### src/rtl/multiword_add_seq_pkg.sv
// Shared constants and state type for the byte-serial multi-precision add/subtract sequencer.
package multiword_add_seq_pkg;

    localparam int SLICE_W = 8;

    localparam logic [1:0] ST_IDLE = 2'b00;
    localparam logic [1:0] ST_RUN  = 2'b01;
    localparam logic [1:0] ST_DONE = 2'b10;

    typedef enum logic [1:0] {
        IDLE = ST_IDLE,
        RUN  = ST_RUN,
        DONE = ST_DONE
    } state_e;

endpackage

### src/rtl/multiword_add_seq_adder_8bit.sv
// Plain 8-bit ripple adder with carry in/out; the single arithmetic unit time-shared by the sequencer.
module adder_8bit (
    input  logic [7:0] a,
    input  logic [7:0] b,
    input  logic       c_in,
    output logic [7:0] sum,
    output logic       c_out
);

    assign {c_out, sum} = {1'b0, a} + {1'b0, b} + {8'b0000_0000, c_in};

endmodule

### src/rtl/multiword_add_seq.sv
// Multi-precision add/subtract: walks WORDS byte slices LSB first through one shared 8-bit adder,
// holding the inter-slice carry in a register, with valid/ready handshakes on both sides.
module multiword_add_seq
    import multiword_add_seq_pkg::*;
#(
    parameter  int WORDS = 4,
    localparam int W     = SLICE_W * WORDS,
    localparam int CNT_W = $clog2(WORDS)
) (
    input  logic         clk,
    input  logic         rst,
    input  logic         in_valid,
    output logic         in_ready,
    input  logic [W-1:0] A,
    input  logic [W-1:0] B,
    input  logic         sub,
    input  logic         C_in,
    output logic [W-1:0] S,
    output logic         C_out,
    output logic         V,
    output logic         out_valid,
    input  logic         out_ready
);

    localparam logic [CNT_W-1:0] LAST_CNT = CNT_W'(WORDS - 1);
    localparam logic [CNT_W-1:0] CNT_ONE  = CNT_W'(1);

    state_e             state_q, state_d;
    logic [CNT_W-1:0]   cnt_q, cnt_d;
    logic               carry_q, carry_d;
    logic [W-1:0]       a_q, a_d;
    logic [W-1:0]       b_q, b_d;
    logic [W-1:0]       s_q, s_d;
    logic               c_out_q, c_out_d;
    logic               v_q, v_d;

    logic [SLICE_W-1:0] a_slice;
    logic [SLICE_W-1:0] b_slice;
    logic [SLICE_W-1:0] add_sum;
    logic               add_cout;

    assign a_slice = a_q[SLICE_W*cnt_q +: SLICE_W];
    assign b_slice = b_q[SLICE_W*cnt_q +: SLICE_W];

    adder_8bit u_adder (
        .a     (a_slice),
        .b     (b_slice),
        .c_in  (carry_q),
        .sum   (add_sum),
        .c_out (add_cout)
    );

    // Next-state logic: accept in IDLE (subtract becomes A + ~B + 1), one slice per RUN cycle, hold in DONE.
    always_comb begin
        state_d = state_q;
        cnt_d   = cnt_q;
        carry_d = carry_q;
        a_d     = a_q;
        b_d     = b_q;
        s_d     = s_q;
        c_out_d = c_out_q;
        v_d     = v_q;

        case (state_q)
            IDLE: begin
                if (in_valid) begin
                    a_d     = A;
                    b_d     = sub ? ~B : B;
                    carry_d = sub ? 1'b1 : C_in;
                    cnt_d   = '0;
                    state_d = RUN;
                end
            end
            RUN: begin
                s_d[SLICE_W*cnt_q +: SLICE_W] = add_sum;
                carry_d = add_cout;
                if (cnt_q == LAST_CNT) begin
                    c_out_d = add_cout;
                    v_d     = (a_q[W-1] == b_q[W-1]) && (add_sum[SLICE_W-1] != a_q[W-1]);
                    state_d = DONE;
                end else begin
                    cnt_d = cnt_q + CNT_ONE;
                end
            end
            DONE: begin
                if (out_ready) begin
                    state_d = IDLE;
                end
            end
            default: begin
                state_d = IDLE;
            end
        endcase
    end

    // State and datapath registers; synchronous reset aborts any operation in flight.
    always_ff @(posedge clk) begin
        if (rst) begin
            state_q <= IDLE;
            cnt_q   <= '0;
            carry_q <= 1'b0;
            a_q     <= '0;
            b_q     <= '0;
            s_q     <= '0;
            c_out_q <= 1'b0;
            v_q     <= 1'b0;
        end else begin
            state_q <= state_d;
            cnt_q   <= cnt_d;
            carry_q <= carry_d;
            a_q     <= a_d;
            b_q     <= b_d;
            s_q     <= s_d;
            c_out_q <= c_out_d;
            v_q     <= v_d;
        end
    end

    assign in_ready  = (state_q == IDLE);
    assign out_valid = (state_q == DONE);
    assign S         = s_q;
    assign C_out     = c_out_q;
    assign V         = v_q;

endmodule

### config.mk
export PLATFORM = sky130hd
export DESIGN_NAME = multiword_add_seq
export DESIGN_NICKNAME = d
export VERILOG_FILES = /design/src/rtl/multiword_add_seq_pkg.sv /design/src/rtl/multiword_add_seq_adder_8bit.sv /design/src/rtl/multiword_add_seq.sv
export SDC_FILE = /design/constraint.sdc
export NUM_CORES = 1
export LEC_CHECK = 0
export CORE_MARGIN = 2
export CORE_UTILIZATION = 35
export CTS_BUF_LIST = sky130_fd_sc_hd__clkbuf_4 sky130_fd_sc_hd__clkbuf_8
export DETAILED_ROUTE_END_ITERATION = 16
export DONT_BUFFER_PORTS = 1
export PLACE_DENSITY = 0.59
export REMOVE_ABC_BUFFERS = 1
export SYNTH_ARGS = -nofsm -noshare
export SYNTH_HDL_FRONTEND = slang
export SYNTH_SLANG_ARGS = --single-unit
### constraint.sdc
create_clock -name clk -period 3.35 [get_ports clk]
set_input_delay 1.005 -clock clk [delete_from_list [all_inputs] [get_ports clk]]
set_output_delay 1.005 -clock clk [all_outputs]
set_load 0.03 [all_outputs]
==> Word level (Yosys, flattened, before mapping) <==
Index checks and enable logic that the tools add are counted.
{ "word_totals": {"input_bits": 70, "wordCells": 46, "register_bits": 103} }
{ "classes": {"mux": 12, "eq_ne": 9, "n_bitwise": 1, "addsub": 4, "n_reduce_logical": 8, "n_shift": 4} }
{ "op_table": {"columns": ["cell", "n"], "rows": [
  ["32-bit by 6-bit indexed part select with 8-bit output", 2],
  ["5-bit negation with 34-bit output", 1],
  ["8-bit by 34-bit variable shift with 32-bit output (first input constant)", 1],
  ["8-bit by 34-bit indexed part select with 32-bit output", 1],
  ["32-bit bitwise mux", 1],
  ["32-bit 2-to-1 mux", 1],
  ["32-bit inverter", 1],
  ["2-bit 2-to-1 mux", 5],
  ["8-bit by 8-bit adder with 9-bit output", 1],
  ["9-bit by 1-bit adder with 9-bit output", 1],
  ["2-bit != test (second input constant)", 3],
  ["2-bit one-hot mux with 3 select lines", 1],
  ["2-bit AND reduction", 3],
  ["3-bit AND reduction", 2],
  ["2-bit equality test (second input constant)", 2],
  ["2-bit one-hot mux with 2 select lines", 1],
  ["2-bit by 1-bit adder with 2-bit output (second input constant)", 1],
  ["2-bit by 1-bit equality test with 1-bit output (second input constant)", 1],
  ["2-bit zero test", 1],
  ["1-bit 2-to-1 mux", 2],
  ["2-bit by 1-bit != test with 1-bit output (second input constant)", 1],
  ["1-bit one-hot mux with 2 select lines", 1],
  ["2-bit nonzero test", 1],
  ["1-bit equality test", 1],
  ["other kinds (2)", 2]
]} }

==> Longest topological paths before layout <==
{ "logic_depth": {"ltp_word": 5, "ltp_mapped": 10} }

==> By module <==
A second synthesis with hierarchy kept.
{ "hier_totals": {"hier_cells": 522, "hier_area_um2": 4825.9} }
{ "by_module_without_submodules": {"columns": ["module", "cells_per_inst", "area_per_inst_um2", "instances"], "rows": [
  ["multiword_add_seq", 480, 4494.3, 1],
  ["adder_8bit", 42, 331.6, 1]
]} }

==> Worst setup path before layout <==
No wires, ideal clock.
{ "synth_path": {"path_kind": "register -> register", "from": "register cnt_q[0]", "to": "register s_q[14], in the netlist S[14]", "t_required_ps": 3222, "arrival_ps": 3050, "setup_time_ps": 128, "stages_incl_launch_ff": 10, "slack_ps": 172, "path_cell_list": "dfxtp_1 -> clkbuf_1 -> mux4_2 -> fa_1 -> fa_1 -> a211oi_1 -> or4b_1 -> nand4_1 -> a22oi_1 -> nor2_1"} }
{ "synth_between": {"elab_chain_len": 5, "elab_cells_between_ends": 8} }
{ "synth_rtl": {"columns": ["item", "line_no", "source"], "rows": [
  ["start: declaration", "multiword_add_seq.sv:29", "logic [CNT_W-1:0] cnt_q, cnt_d;"],
  ["start signal: assignment", "multiword_add_seq.sv:109", "cnt_q <= cnt_d;"],
  ["32-bit by 6-bit indexed part select with 8-bit output (on tied branches)", "multiword_add_seq.sv:42, multiword_add_seq.sv:43", null],
  ["8-bit by 8-bit adder with 9-bit output", "multiword_add_seq_adder_8bit.sv:10", "assign {c_out, sum} = {1'b0, a} + {1'b0, b} + {8'b0000_0000, c_in};"],
  ["9-bit by 1-bit adder with 9-bit output", "multiword_add_seq_adder_8bit.sv:10", null],
  ["8-bit by 34-bit indexed part select with 32-bit output", "multiword_add_seq.sv:75", "s_d[SLICE_W*cnt_q +: SLICE_W] = add_sum;"],
  ["32-bit bitwise mux (*)", "multiword_add_seq.sv:75", null],
  ["end signal: assignment", "multiword_add_seq.sv:104", "s_q <= '0;"],
  ["end signal: assignment", "multiword_add_seq.sv:113", "s_q <= s_d;"],
  ["end: declaration", "multiword_add_seq.sv:33", "logic [W-1:0] s_q, s_d;"]
]} }
Mark *: on every way between the ends. The rest lies on a longest branch, timed or not.
A chain may end at the register's enable or synchronous reset.

==> Worst setup path in the final report <==
{ "layout_path": {"from": "register cnt_q[0]", "to": "register s_q[22], in the netlist S[22]"} }
Same word-level chain as after synthesis.

==> results.cfg <==
[status]
status = finished, final reports clean

[placed_design]
place_hpwl_microns = 8340
portBuffers = 0
pre_cts_ws_ns = 0.304
place_congestion = 0.789
placed_area_sq_mm = 0.00484

[pwr]
power_frac_comb = 0.144
internal_power_w = 0.00189
sw_frac_of_total = 0.270
p_per_area_mw_per_mm2 = 511
power_frac_seq = 0.519
p_leak_nw = 1.80
p_clk_frac = 0.337
power_switching_w = 0.000699
ir_drop_mv = 0.256
power_w = 0.00259

[logic_synthesis]
synthCells = 499
yosys_warnings = 0
seq_area_frac_synth = 0.438
synth.avg_cell_area_sq_um = 9.43
synth-seq-cells = 103
synth_cell_types = 41
syn_area_sq_mm = 0.00470

[critical_path]
worstPathCellList = mux4_2 > fa_1 > fa_1 > a211oi_1 > or4b_1 > nand4_1 > a22oi_1 > nor2_1
cp-start-kind = register
crit_required_ns = 3.63
critPathKind = reg2reg
rrSetupSlack_ns = 0.30
critical_path.top_delay_family = adder cells
end_kind = register
crit_fanout = 4
reg2reg_from = cnt_q[0]
worstReg2RegEnd = S[22]
worst_r2r_path_depth = 8
crit_buf_inv = 0
crit_arrival_ns = 3.33
slowest_delay_ns = 0.55
cp_slowest_cell = mux4_2
cpMostUsedCell = fa_1

[timing]
tightest_slew_ns = 0.669
rsz0062_at_grt = false
finalHoldViolCount = 0
period_minus_slack_ns = 3.05
finalMaxSlewViolations = 0
fin_skew_ns = 0.0116
relSlewSlack = 0.552
tns_ns = 0
fmax_ghz = 0.328
fin_ws_ns = 0.303
setup_viol = 0
hold_slack_ns = 0.456
fin_crit_sh = 0.910

[clocking]
insertion_delay_ns = 0.39
path_clk_slew_ns = 0.10
postCtsHoldBufs = 0
cts_tree = done
cts_resized = 0
cts_buffer_depth = 2
cts_sinks = 103
root_buffer = clkbuf_8
numCtsBuffers = 9
post-cts-setup-buffers = 0
htree_num_levels = 3

[die]
dieHeight_microns = 120
rows = 42
core_sq_mm = 0.0132
die-area_sq_mm = 0.0144
die_w_microns = 120
num_io_pins = 106
start_util = 0.357

[global_routing]
grt.total_usage = 0.161
grt_max_degree = 104
grt_pass1_vias = 3452
grt_pass1_wl_microns = 18100
antenna_found_initial = 0
overflow = 0

[routing]
drtIter0Drc = 159
route.detailed.drc = 0
via_count = 3531
wl_microns = 11400
wl_per_cell_microns = 17.1
ant_nets = 0
drt_pass1_iterations = 4
vias_per_cell = 5.33

[run]
maxCapViolCount = 0

[min_path]
hold_path_depth = 2
hold_end = a_q[11]
hp-class = reg2reg
min-delay-start = a_q[11]

[finish]
diodes = 0
fillers = 1337
drive_gt1_frac = 0.0965
layout_commonest_cell = dfxtp_1
syn_to_final_growth_pct = 7.64
postLayoutCellArea_sq_mm = 0.00506
mostFrequentLayoutCells = dfxtp_1 (103), nand2_1 (72), nor2_1 (71), a21oi_1 (40), a211oi_1 (35)
final_net_count = 568
## cell families (layout without fill, tap and decap cells)
family          count (synthesis)  count (layout)  share of synthesized area
simple gates                  165             165                      0.161
compound gates                125             125                      0.177
flops                         103             103                      0.438
buf+inv                        38              26                     0.0346
xor+xnor                       36              36                     0.0670
mux                            17              17                     0.0787
fa+ha+maj                      15              15                     0.0431
## worst max-delay path by stage
| stage | endpoint | startpoint | slack (ns) | cells past startpoint |
|---|---|---|---|---|
| after floorplan | S[22] | cnt_q[0] | -0.09 | 8 |
| after global placement | S[22] | cnt_q[0] | 0.47 | 8 |
| after detailed placement | S[22] | cnt_q[0] | 0.30 | 8 |
| after CTS | S[22] | cnt_q[0] | 0.28 | 8 |
| after global routing | S[22] | cnt_q[0] | 0.11 | 8 |
| final | S[22] | cnt_q[0] | 0.30 | 8 |
## tightest hold or removal path, cell delays in order (launching register included)
cell,delay [ns]
dfxtp_1,0.32
nand2_1,0.05
a21oi_1,0.05
## sequential cells by signal, summed over array words and instances (netlist names)
signal,flops
state_q,2
cnt_q,2
b_q,32
a_q,32
C_out,1
carry_q,1
S,32
V,1
## power groups by stage
stage / combinational [W] / sequential, W / clock, W
after floorplan: 0.000286 / 0.00136 / 0
after global placement: 0.000363 / 0.00137 / 0
after detailed placement: 0.000375 / 0.00137 / 0
after CTS: 0.000377 / 0.00134 / 0.000890
after global routing: 0.000416 / 0.00135 / 0.000935
final: 0.000374 / 0.00134 / 0.000872
## routing by layer
layer / wire length (microns) / vias to the layer above / share of wire / global-route usage
li1: - / 1732 / - / -
met5: 0 / - / 0 / 0
met1: 5220 / 1677 / 0.46 / 0.207
met2: 5240 / 111 / 0.46 / 0.258
met4: 138 / 0 / 0.012 / 0.0449
met3: 761 / 11 / 0.067 / 0.0537
## layout make-up
type	count	area [sq um]	share of cell area
Tap cell	176	220	0.0435
Sequential cell	103	2060	0.407
Clock buffer	10	138	0.0272
Timing Repair Buffer	7	65.1	0.0129
Inverter	4	15.0	0.00297
Clock inverter	5	81.3	0.0161
Multi-Input combinational cell	358	2480	0.490
## metrics by stage
stage                util  std cells
global placement    0.367        648
global route        0.384        663
finish              0.384        663
detailed placement  0.367        648
floorplan               -        465
CTS                 0.384        663
## synth_stat cells (all sizes together)
cell type / n / area share
a211oi: 35 / 0.056
a21boi: 1 / 0.0016
a21o: 3 / 0.0048
a21oi: 40 / 0.043
a221oi: 1 / 0.0019
a22oi: 29 / 0.046
a31oi: 3 / 0.0040
a32oi: 4 / 0.0074
and2: 1 / 0.0013
and2b: 1 / 0.0016
buf: 12 / 0.014
clkbuf: 22 / 0.018
dfxtp: 103 / 0.44
fa: 2 / 0.0085
ha: 13 / 0.035
inv: 4 / 0.0032
mux2i: 1 / 0.0021
mux4: 16 / 0.077
nand2: 75 / 0.064
nand2b: 2 / 0.0027
nand4: 2 / 0.0027
nor2: 71 / 0.057
nor2b: 1 / 0.0013
nor3: 3 / 0.0032
nor3b: 2 / 0.0032
nor4: 2 / 0.0059
nor4b: 3 / 0.015
o2111a: 1 / 0.0024
o211ai: 1 / 0.0016
o21a: 1 / 0.0016
o21ai: 6 / 0.0072
or2b: 1 / 0.0016
or4b: 1 / 0.0021
xnor2: 34 / 0.063
xor2: 2 / 0.0037
(Power assumes the default switching activity.)
